File: config.mk
export PLATFORM = sky130hd
export DESIGN_NAME = snd_event_sched
export DESIGN_NICKNAME = d
export VERILOG_FILES = /design/src/rtl/snd_pkg.sv /design/src/rtl/snd_event_sched_rise_pulse.sv /design/src/rtl/snd_event_sched.sv
export SDC_FILE = /design/constraint.sdc
export NUM_CORES = 1
export LEC_CHECK = 0
export ABC_AREA = 1
export BUFFER_PORTS_ARGS = -buffer_cell sky130_fd_sc_hd__buf_2
export CAP_MARGIN = 20
export CORE_MARGIN = 5
export CORE_UTILIZATION = 50
export CTS_BUF_LIST = sky130_fd_sc_hd__clkbuf_4
export DETAILED_ROUTE_END_ITERATION = 8
export GPL_ROUTABILITY_DRIVEN = 1
export GPL_TIMING_DRIVEN = 0
export PLACE_DENSITY = 0.69
export SYNTH_ARGS = -nofsm -noshare
export SYNTH_HDL_FRONTEND = slang
export SYNTH_SLANG_ARGS = --single-unit
File: constraint.sdc
create_clock -name clk -period 2.3 [get_ports clk]
set_clock_uncertainty 0.15 [all_clocks]
set_input_delay 0.23 -clock clk [delete_from_list [all_inputs] [get_ports clk]]
set_output_delay 0.23 -clock clk [all_outputs]
set_load 0.1 [all_outputs]
File: src/rtl/snd_pkg.sv
// Shared types for the snake sound-event scheduler: FSM states, drop counter
// width, the after-game-over hold flag and a saturating increment helper.
package snd_pkg;

  typedef enum logic [2:0] {
    IDLE,
    FIRE_FOOD,
    FIRE_GO,
    HOLD,
    OVER
  } snd_state_t;

  localparam int DROP_W = 8;

  typedef logic after_go_t;

  function automatic logic [DROP_W-1:0] sat_inc(input logic [DROP_W-1:0] v);
    return (v == '1) ? v : v + DROP_W'(1);
  endfunction

endpackage

File: src/rtl/snd_event_sched_rise_pulse.sv
// Registered rising-edge detector: one-cycle pulse the cycle after a 0->1 on lvl_i.
module rise_pulse (
  input  logic clk,
  input  logic rst_n,
  input  logic lvl_i,
  output logic rise_o
);

  logic prev_q;
  logic rise_q;

  always_ff @(posedge clk or negedge rst_n) begin
    if (!rst_n) begin
      prev_q <= 1'b0;
      rise_q <= 1'b0;
    end else begin
      prev_q <= lvl_i;
      rise_q <= lvl_i & ~prev_q;
    end
  end

  assign rise_o = rise_q;

endmodule

File: src/rtl/snd_event_sched.sv
// Game-event to tone-request scheduler: queues food bites, lets game-over preempt,
// latches OVER until restart. Optional macro SND_MUTE_EN adds a mute input.
module snd_event_sched
  import snd_pkg::*;
#(
  parameter int FOOD_HOLD_CYC = 5_000_000,
  parameter int GO_HOLD_CYC   = 50_000_000,
  parameter int DEPTH         = 4
) (
  input  logic                       clk,
  input  logic                       reset_n,
`ifdef SND_MUTE_EN
  input  logic                       mute,
`endif
  input  logic                       evt_food,
  input  logic                       evt_game_over,
  input  logic                       evt_restart,
  output logic                       food_eaten,
  output logic                       game_over,
  output logic                       busy,
  output logic [$clog2(DEPTH+1)-1:0] pending,
  output logic [DROP_W-1:0]          drop_cnt
);

  localparam int TMAX = (FOOD_HOLD_CYC > GO_HOLD_CYC) ? FOOD_HOLD_CYC : GO_HOLD_CYC;
  localparam int TW   = (TMAX > 1) ? $clog2(TMAX) : 1;
  localparam int PW   = $clog2(DEPTH+1);

  localparam logic [TW-1:0] FOOD_LOAD = TW'(FOOD_HOLD_CYC - 1);
  localparam logic [TW-1:0] GO_LOAD   = TW'(GO_HOLD_CYC - 1);
  localparam logic [PW-1:0] PEND_FULL = PW'(DEPTH);

  logic food_rise;
  logic go_rise;
  logic restart_rise;

  rise_pulse u_food_edge (
    .clk    (clk),
    .rst_n  (reset_n),
    .lvl_i  (evt_food),
    .rise_o (food_rise)
  );

  rise_pulse u_go_edge (
    .clk    (clk),
    .rst_n  (reset_n),
    .lvl_i  (evt_game_over),
    .rise_o (go_rise)
  );

  rise_pulse u_restart_edge (
    .clk    (clk),
    .rst_n  (reset_n),
    .lvl_i  (evt_restart),
    .rise_o (restart_rise)
  );

  snd_state_t        state_q,    state_d;
  logic [TW-1:0]     timer_q,    timer_d;
  after_go_t         after_go_q, after_go_d;
  logic [PW-1:0]     pending_q,  pending_d;
  logic [DROP_W-1:0] drop_q,     drop_d;

  logic go_take;
  logic enq;
  logic deq;
  logic mute_s;

`ifdef SND_MUTE_EN
  assign mute_s = mute;
`else
  assign mute_s = 1'b0;
`endif

  always_ff @(posedge clk or negedge reset_n) begin
    if (!reset_n) begin
      state_q    <= IDLE;
      timer_q    <= '0;
      after_go_q <= 1'b0;
      pending_q  <= '0;
      drop_q     <= '0;
    end else begin
      state_q    <= state_d;
      timer_q    <= timer_d;
      after_go_q <= after_go_d;
      pending_q  <= pending_d;
      drop_q     <= drop_d;
    end
  end

  always_comb begin
    state_d    = state_q;
    timer_d    = timer_q;
    after_go_d = after_go_q;
    pending_d  = pending_q;
    drop_d     = drop_q;
    food_eaten = 1'b0;
    game_over  = 1'b0;
    busy       = 1'b0;

    // The game-over hold itself cannot be restarted by a repeated game-over edge.
    go_take = go_rise && (state_q != FIRE_GO) && (state_q != OVER) &&
              !((state_q == HOLD) && after_go_q);
    deq     = (state_q == FIRE_FOOD);
    enq     = food_rise && !go_rise && (state_q != OVER);

    case (state_q)
      IDLE: begin
        if (pending_q != '0) state_d = FIRE_FOOD;
      end
      FIRE_FOOD: begin
        food_eaten = ~mute_s;
        busy       = 1'b1;
        timer_d    = FOOD_LOAD;
        after_go_d = 1'b0;
        state_d    = HOLD;
      end
      FIRE_GO: begin
        game_over  = ~mute_s;
        busy       = 1'b1;
        timer_d    = GO_LOAD;
        after_go_d = 1'b1;
        state_d    = HOLD;
      end
      HOLD: begin
        busy = 1'b1;
        // Chain straight into the next queued bite so busy never dips mid-burst.
        if (timer_q == '0) begin
          if (after_go_q)             state_d = OVER;
          else if (pending_q != '0)   state_d = FIRE_FOOD;
          else                        state_d = IDLE;
        end else begin
          timer_d = timer_q - TW'(1);
        end
      end
      OVER: begin
        if (restart_rise) state_d = IDLE;
      end
      default: state_d = IDLE;
    endcase

    if (go_take) state_d = FIRE_GO;

    if (state_q == FIRE_GO) begin
      pending_d = '0;
    end else if (enq && !deq) begin
      if (pending_q == PEND_FULL) drop_d    = sat_inc(drop_q);
      else                        pending_d = pending_q + PW'(1);
    end else if (deq && !enq) begin
      pending_d = pending_q - PW'(1);
    end
  end

  assign pending  = pending_q;
  assign drop_cnt = drop_q;

endmodule

# [Yosys cells after proc, flatten, opt, wreduce, memory -nomap -nowiden]
# Index checks and enable logic that the tools add are counted.
[word_totals] ff_bits=47 elab_cells=77 input_bits=5
[op_classes] n_bitwise=8 reduce_logical=24 mux=17 add_sub_neg=4 n_eq_ne=13
[ops] operator="case mux 26 bit (3 select lines)" count=1
[ops] operator="two-way mux 3 bit" count=9
[ops] operator="zero test 26 bit" count=1
[ops] operator="two-way mux 26 bit" count=1
[ops] operator="subtractor 26 x 1 -> 26 bit (second input constant)" count=1
[ops] operator="case mux 3 bit (4 select lines)" count=1
[ops] operator="!= test 3 x 2 -> 1 bit (second input constant)" count=3
[ops] operator="!= test 3 bit (second input constant)" count=3
[ops] operator="nonzero test 3 bit" count=3
[ops] operator="adder 8 x 1 -> 8 bit (second input constant)" count=1
[ops] operator="== test 8 bit (second input constant)" count=1
[ops] operator="logical AND 1 bit" count=8
[ops] operator="== test 3 x 2 -> 1 bit (second input constant)" count=2
[ops] operator="== test 3 bit (second input constant)" count=2
[ops] operator="inverter 1 bit" count=5
[ops] operator="zero test 1 bit" count=4
[ops] operator="two-way mux 1 bit" count=4
[ops] operator="AND reduction 2 bit" count=2
[ops] operator="AND reduction 4 bit" count=1
[ops] operator="adder 3 x 1 -> 3 bit (second input constant)" count=1
[ops] operator="bitwise AND 1 bit" count=3
[ops] operator="== test 3 x 1 -> 1 bit (second input constant)" count=1
[ops] operator="zero test 3 bit" count=1
[ops] operator="AND reduction 3 bit" count=1
[ops] operator="6 further kinds" count=6

# [Longest topological paths before layout]
# Gate-level depths: netlist (run 1).
[depth] ltp_word=8 ltp_mapped=11 ltp_nobuf=10

# [Cells and area by module]
# Synthesis (run 1) repeated with hierarchy kept, for this count alone.
[unflattened] hier_cells=404 area_unflattened_um2=2910.3
[by_module_without_submodules] module="snd_event_sched" area_per_inst_um2=2730.1 n_inst=1 cells_each=392
[by_module_without_submodules] module="rise_pulse" area_per_inst_um2=60.1 n_inst=3 cells_each=4

# [Worst setup path before layout (run 1)]
# Ideal clock, no wire load.
[synth_timing] path_kind="reg2reg" from="reg drop_q[0], in the netlist drop_cnt[0]" to="reg drop_q[0], in the netlist drop_cnt[0]" path_stages_with_launch=9 required_time_ns=1.991 synth_period_minus_slack_ns=2.579 n_path_buf=1 t_arrival_ns=2.270 slack_ns=-0.279 path_cell_list="dfrtp_1 > ha_1 > nand3_1 > nor2_1 > nand2_1 > nor3_1 > nor2_4 > buf_6 > xor2_2"
[synth_via] elab_chain_cells=3 word_cells_on_any_way=4 cone_classes="1 x add/sub; 1 x eq/ne; 1 x bitwise; 1 x reduce/logical"
[synth_rtl] element="from (decl)" line_no="snd_event_sched.sv:62" rtl="logic [DROP_W-1:0] drop_q, drop_d;"
[synth_rtl] element="from (signal assigned)" line_no="snd_event_sched.sv:87" rtl="drop_q <= drop_d;"
[synth_rtl] element="branches (longest 3 deep; another with adder 8 x 1 -> 8 bit)"
# Parallel ways; which one is timed is not known.
# A chain may end at the register's enable or synchronous reset.

# [Worst setup path after layout (run 1)]
[layout_timing] from="reg state_q[2]" to="out game_over"
[layout_via] elab_chain_cells=2
[layout_rtl] element="from (decl)" line_no="snd_event_sched.sv:58" rtl="snd_state_t state_q, state_d;"
[layout_rtl] element="from (signal assigned)" line_no="snd_event_sched.sv:83" rtl="state_q <= state_d;"
[layout_rtl] element="== test 3 x 2 -> 1 bit" line_no="snd_event_sched.sv:107" rtl="case (state_q)"
[layout_rtl] element="two-way mux 1 bit" line_no="snd_event_sched.sv:107"
[layout_rtl] element="to (decl)" line_no="snd_event_sched.sv:19" rtl="output logic game_over,"
# Every way passes these cells.

==> results.md, run 1 <==
- Run status: completed
- Top library cells by usage in the layout, fill and taps aside: sky130_fd_sc_hd__nand2_1 (124), sky130_fd_sc_hd__nor2_1 (50), sky130_fd_sc_hd__inv_1 (41), sky130_fd_sc_hd__dfrtp_1 (41), sky130_fd_sc_hd__nand3_1 (30)
- Crit path launch type: flop
- Top cell type's share of synthesized area: 41.03%
- Overall routing resource usage: 19.05%
- Total power draw: 0.004646 W
- Simple logic cell fraction of the synthesized area: 37.45%
- Final number of max-transition violations: 0
- First-pass iteration count of the detailed router: 5
- Total number of vias: 2560
- Fmax: 471.7 MHz
- Timing startpoint of the critical path: state_q[2]
- Launching point of the worst reg2reg path: timer_q[0]
- Post-synthesis mux area share: 0%
- Synth Area in Compound Gates: 6.547%
- Synth cell types: 31
- Worst hold margin: 0.1976 ns
- Synthesized netlist net count: 404
- CTS H-tree depth: 2
- Hold crit path type: in2async
- IO Count: 19
- Power per unit of standard cell area: 1442 mW/mm²
- Cell types with the largest area share after synthesis: sky130_fd_sc_hd__dfrtp_1 (41%), sky130_fd_sc_hd__nand2_1 (16%), sky130_fd_sc_hd__nor2_1 (6.5%), sky130_fd_sc_hd__inv_1 (5.4%), sky130_fd_sc_hd__nand3_1 (5.2%)
- IO Port Bufs: 18
- Final worst setup slack: 0.1799 ns
- Total of endpoints with negative setup slack in the final report: 0
- Dominant combinational cell family by area after synthesis: simple AND/OR/NAND/NOR gates
- Clock tree from TritonCTS: built
- Antenna violations before repair: 0
- Aggregate global routing overflow: 0
- Sequential fraction of the synthesis area: 41.03%
- Fraction of final layout cells with drive strength greater than 1: 14.72%
- Share of the clock period used by the worst path after layout: 92.18%
- Number of nets with antenna violations after routing: 0
- Final hold vios: 0
- Total Neg Setup Slack: 0 ns
- Avg Cell Area, Syn: 7.257 µm²
- Initial Utilization: 51.74%
- Library cell used as clock root buffer: sky130_fd_sc_hd__clkbuf_4
- ANT cells: 0
- Routed length per placed instance: 12.93 µm
- CTS Buf Count: 5
- Insertion delay to the later sink of the worst-skew pair: 0.36 ns
- Slew at the pin closest to its max-slew limit: 0.7610 ns
- Synthesized area: 0.002866 mm²
- Instance count of the mapped netlist: 395
- Via/cell ratio: 5.120
- Cells traversed along the worst timing path: nor2_2 -> nand2_1 -> buf_2 -> inv_1 -> buf_6
- Area of the core: 0.005540 mm²
- Leakage Power: 1.575 nW
- Crit Path Max Fanout: 10
- Flop and latch count out of synthesis: 47
- Clock Sink Count: 47
- Placer congestion estimate: 0.8956
- Peak supply drop: 1.177 mV
- Total Routed Length: 6467 µm
- Remaining routing DRC violations: 0
- Largest area contributor in the netlist: sky130_fd_sc_hd__dfrtp_1
- Critical Path Max Stage Delay: 0.49 ns
- Buffers from clock root to sink, at most: 2
- Commonest non-fill, non-tap cell in the layout: sky130_fd_sc_hd__nand2_1
- Relative slew slack: 49.08%
- Final HPWL DP: 4682 µm
- Yosys warning count: 0
- Path type of the worst setup path: reg2out
- Adder-cell share of the synthesized area: 2.008%
- Die boundary height: 85.72 µm
- Unrepaired setup endpoints after global routing: no
- Number of cell instances on the worst register-to-register path: 9
- Site row count: 27
- Cell with the biggest individual delay on the critical path: sky130_fd_sc_hd__dfrtp_2
- Critical path endpoint category: primary output
- Area after DPL: 0.003052 mm²
- WP data arrival: 1.74 ns
- Total of max-cap violations: 0
- Maximum number of pins on one net before global-route repair: 48
- Worst endpoint required time: 1.92 ns
- Worst R2R Setup Slack: 0.22 ns
- Worst Setup EP: game_over
- Xor/xnor cell area share of the yosys netlist: 5.151%
- Number of nets in the layout: 436
- Shortest period the worst path allows: 2.120 ns
- Die area: 0.007347 mm²
- Worst Setup Slack post-DPL: 0.2442 ns
- Layout area overhead: 12.35%
- Reg-to-reg critical path endpoint: timer_q[15]
- Width of the chip: 85.72 µm
- Via count of the first global-routing pass: 2488
- Clock transition at path regs: 0.14 ns
- Global-route wire length before repair: 11300 µm
- Number of violations reported at the end of detailed-routing iteration 0: 156
- Final Instance Area: 0.003221 mm²
[sequential cells by signal, indices dropped and copies added, names as in the netlist, 3 cells and up]
register,cells
state_q,3
drop_cnt,8
timer_q,26
pending,3
[area by class of cell]
| cell class | instances | area, µm² |
|---|---|---|
| clock buffer | 6 | 45.04 |
| multi-input combinational | 295 | 1466 |
| clock inverter | 2 | 37.54 |
| sequential | 47 | 1184 |
| tap | 72 | 90.09 |
| buffer | 6 | 46.29 |
| inverter | 47 | 177.7 |
| timing repair buffer | 25 | 173.9 |
| fill | 519 | 2320 |
[where the power goes]
group          switching, W  internal, W
clock network      0.000274     0.000241
logic               0.00191     0.000774
registers          0.000321      0.00113
total               0.00250      0.00214
[Yosys cell counts, drive strengths merged]
library cell and number:
a21oi 6, buf 5, clkbuf 1, clkinv 1, dfrtp 47, fa 1
ha 3, inv 46, nand2 126, nand3 32, nand3b 3, nand4 13
nor2 59, nor3 4, o211ai 1, o21ai 30, or2 1, xnor2 3
xor2 13
[stage by stage]
| stage | util [%] | instances |
|---|---|---|
| 4_1_cts | 57.38 | 497 |
| 3_3_place_gp | 55.08 | 485 |
| 2_1_floorplan | - | 395 |
| 5_1_grt | 58.13 | 500 |
| 3_5_place_dp | 55.08 | 485 |
| 6_report | 58.13 | 500 |
[cell families (layout without fill, tap and decap cells)]
| family | count (synthesis) | count (layout) |
|---|---|---|
| simple gates | 238 | 238 |
| fa+ha+maj | 4 | 4 |
| flops | 47 | 47 |
| xor+xnor | 16 | 16 |
| compound gates | 37 | 37 |
| buf+inv | 53 | 86 |
[how the worst min path moves through the flow]
stage / from / endpoint / slack, ns / cells after the start
floorplan: reset_n / after_go_q / -0.22 / 0
global placement: evt_game_over / u_go_edge.prev_q / 0.20 / 1
detailed placement: evt_food / u_food_edge.prev_q / 0.20 / 1
CTS: u_restart_edge.prev_q / u_restart_edge.rise_o / 0.26 / 1
global route: reset_n / timer_q[12] / 0.23 / 2
finish: reset_n / timer_q[1] / 0.20 / 2
[critical path: cells and delay by family, from the launching register on]
family                 cells  cell delay (ns)
buffers and inverters      3             0.54
DFF                        1             0.49
and+or+nand+nor            2             0.34
[metal layers]
| metal | part of all wire, % | track usage, % |
|---|---|---|
| met1 | 47 | 24.83 |
| met5 | 0 | 0 |
| met3 | 4.8 | 4.035 |
| met4 | 1.1 | 4.748 |
| met2 | 47 | 32.27 |
[repair_timing]
| item | 4_1_cts | 5_1_grt |
|---|---|---|
| setup buffers | 0 | 2 |
| resized for setup | 2 | 3 |
| hold buffers | 4 | 0 |
| endpoints found under the hold margin | 53 | 0 |
| endpoints found under the setup margin | 2 | 2 |
| pin swaps | 0 | 1 |
| gates cloned | 0 | 0 |
(Power assumes the default switching activity.)
==> inputs of run 2 (changes only) <==
--- a/config.mk
+++ b/config.mk
@@ -6,6 +6,7 @@
 export NUM_CORES = 1
 export LEC_CHECK = 0
 export ABC_AREA = 1
+export ABC_CLOCK_PERIOD_IN_PS = 2300
 export BUFFER_PORTS_ARGS = -buffer_cell sky130_fd_sc_hd__buf_2
 export CAP_MARGIN = 20
 export CORE_MARGIN = 5
@@ -14,7 +15,7 @@
 export DETAILED_ROUTE_END_ITERATION = 8
 export GPL_ROUTABILITY_DRIVEN = 1
 export GPL_TIMING_DRIVEN = 0
-export PLACE_DENSITY = 0.69
+export PLACE_DENSITY = 0.68
 export SYNTH_ARGS = -nofsm -noshare
 export SYNTH_HDL_FRONTEND = slang
 export SYNTH_SLANG_ARGS = --single-unit
==> run 2 against run 1 <==
  * Sequential power about the same
  * Critical endpoint unchanged
  * Setup slack worse by 0.0097 ns
  * Clock power down 22%
  * Register-to-register slack better by 0.11 ns
  * Largest cell class unchanged
  * Largest power group unchanged
  * Critical path type unchanged
==> results.md, run 2 (synthesis gave the netlist of run 1 again) <==
- Run status: completed
- Worst endpoint required time: 1.92 ns (about the same)
- Routed length per placed instance: 13.05 µm (+0.88%)
- Global-route wire length before repair: 11080 µm (-1.9%)
- Final HPWL DP: 4753 µm (+1.5%)
- Flip-flop count of the largest register, all copies and words added: 26 (unchanged)
- ANT cells: 0 (unchanged)
- Total Routed Length: 6524 µm (+0.88%)
- Total of max-cap violations: 0 (unchanged)
- Overall routing resource usage: 18.90% (-0.15 points)
- Crit path launch type: flop
- Width of the chip: 85.72 µm (unchanged)
- Initial Utilization: 51.74% (unchanged)
- Final number of max-transition violations: 0 (unchanged)
- Fillers: 535 (+3.1%)
- Buffers from clock root to sink, at most: 2 (unchanged)
- Number of buffer and inverter stages on the critical path: 3 (unchanged)
- Power per unit of standard cell area: 1419 mW/mm² (-1.6%)
- Most flops, register: timer_q
- Total Neg Setup Slack: 0 ns (unchanged)
- Hold crit path type: in2async
- Critical path endpoint category: primary output
- Total number of vias: 2574 (+0.55%)
- Site row count: 27 (unchanged)
- Final Non-Filler Cells: 500 (unchanged)
- Via count of the first global-routing pass: 2378 (-4.4%)
- Commonest non-fill, non-tap cell in the layout: sky130_fd_sc_hd__nand2_1
- Aggregate global routing overflow: 0 (unchanged)
- Final hold vios: 0 (unchanged)
- Number of nets in the layout: 436 (unchanged)
- Final worst setup slack: 0.1702 ns (-0.009687 ns)
- Cell with the biggest individual delay on the critical path: sky130_fd_sc_hd__dfrtp_2
- Crit Path Max Fanout: 10 (unchanged)
- Maximum number of pins on one net before global-route repair: 48 (unchanged)
- Share of the clock period used by the worst path after layout: 92.60% (+0.42 points)
- Total power draw: 0.004535 W (-2.4%)
- Die area: 0.007347 mm² (unchanged)
- IO Port Bufs: 18 (unchanged)
- Worst Setup Slack post-DPL: 0.2985 ns (+0.05428 ns)
- Leakage Power: 1.565 nW (-0.65%)
- Path type of the worst setup path: reg2out
- Antenna violations before repair: 0 (unchanged)
- Dpl cells: 485 (unchanged)
- Critical Path Max Stage Delay: 0.49 ns (about the same)
- Die boundary height: 85.72 µm (unchanged)
- Relative slew slack: 57.28% (+8.2 points)
- CTS H-tree depth: 2 (unchanged)
- Clock transition at path regs: 0.15 ns (about the same)
- Top Family by Delay on Critical Path: buffers and inverters
- Unrepaired setup endpoints after global routing: no
- Via/cell ratio: 5.148 (+0.55%)
- Peak supply drop: 1.127 mV (-4.2%)
- Top library cells by usage in the layout, fill and taps aside: sky130_fd_sc_hd__nand2_1 (124), sky130_fd_sc_hd__nor2_1 (50), sky130_fd_sc_hd__inv_1 (41), sky130_fd_sc_hd__dfrtp_1 (41), sky130_fd_sc_hd__nand3_1 (30)
- CTS Buf Count: 5 (unchanged)
- Insertion delay to the later sink of the worst-skew pair: 0.37 ns (about the same)
- First-pass iteration count of the detailed router: 5 (unchanged)
- Placer congestion estimate: 0.9228 (+3.0%)
- Area after DPL: 0.003052 mm² (unchanged)
- Fmax: 469.5 MHz (-0.45%)
- Clock Sink Count: 47 (unchanged)
- Layout area overhead: 11.48%
- Area of the core: 0.005540 mm² (unchanged)
- Total of endpoints with negative setup slack in the final report: 0 (unchanged)
- Number of violations reported at the end of detailed-routing iteration 0: 204 (+31%)
- Clock tree from TritonCTS: built
- Shortest period the worst path allows: 2.130 ns (+0.009687 ns)
- WP data arrival: 1.75 ns (about the same)
- Final Instance Area: 0.003196 mm² (-0.78%)
- IO Count: 19 (unchanged)
- Cells traversed along the worst timing path: nor2_2 -> nand2_1 -> buf_2 -> inv_1 -> buf_6
- Number of nets with antenna violations after routing: 0 (unchanged)
- Library cell used as clock root buffer: sky130_fd_sc_hd__clkbuf_4
- Fraction of final layout cells with drive strength greater than 1: 14.72% (unchanged)
- Remaining routing DRC violations: 0 (unchanged)
- Slew at the pin closest to its max-slew limit: 0.6385 ns (-0.1225 ns)
run 2: changes by cell type in the layout (fill, tap and decap cells not counted):
cell	delta
sky130_fd_sc_hd__bufinv_16	-1
sky130_fd_sc_hd__clkinv_2	+1
run 2: metrics by stage:
stage | util [%] | hold WS [ns]
6_report | 57.68 | 0.1866
5_1_grt | 57.68 | 0.2354
4_1_cts | 56.93 | 0.2550
3_5_place_dp | 55.08 | 0.2023
3_3_place_gp | 55.08 | 0.2021
2_1_floorplan | - | -0.2156
run 2: what timing repair did:
| action | 4_1_cts | 5_1_grt |
|---|---|---|
| endpoints found under the setup margin | 2 | 2 |
| hold buffers | 4 | 0 |
| pin swaps | 0 | 1 |
| hold endpoints to repair | 53 | 0 |
| resized for setup | 2 | 3 |
| buffers inserted | 0 | 2 |
run 2: worst reg2reg max path, delay by kind of cell (launching register included):
| family | cells | cell delay (ns) |
|---|---|---|
| buffers and inverters | 1 | 0.10 |
| adders and majority gates | 1 | 0.25 |
| and+or+nand+nor | 5 | 0.74 |
| AOI/OAI and AO/OA | 2 | 0.23 |
| DFF | 1 | 0.41 |
run 2: where the power goes:
group          switching, W  internal [W]
Combinational       0.00191      0.000773
Sequential         0.000330       0.00113
Clock              0.000271      0.000130
run 2: final cells by class:
class / instances / area, µm² / area share [%]
multi-input cells: 295 / 1466 / 45.89
plain buffers: 6 / 46.29 / 1.449
well taps: 72 / 90.09 / 2.819
inverters: 47 / 177.7 / 5.560
repair buffers: 25 / 173.9 / 5.442
clock buffers: 6 / 45.04 / 1.410
clock inverters: 2 / 12.51 / 0.3915
flip-flops and latches: 47 / 1184 / 37.04
run 2: path summary, 6_finish.rpt:
check | from | to | slack (ns) | cells after the start
worst max-delay path | state_q[2] | game_over | 0.17 | 5
worst min-delay path | reset_n | timer_q[24] | 0.19 | 2
worst max register to register | timer_q[0] | timer_q[20] | 0.33 | 9
worst min register to register | u_restart_edge.prev_q | u_restart_edge.rise_o | 0.26 | 1
max in group asynchronous | reset_n | state_q[1] | 1.26 | 3
min in group clk | u_restart_edge.prev_q | u_restart_edge.rise_o | 0.26 | 1
run 2: per-layer routing:
layer | up-vias | global-route usage (%) | part of all wire, %
met1 | 1190 | 24.94 | 45
met5 | - | 0 | 0
met3 | 8 | 2.882 | 5.7
met4 | 0 | 5.755 | 1.6
met2 | 59 | 31.99 | 48
li1 | 1317 | - | -
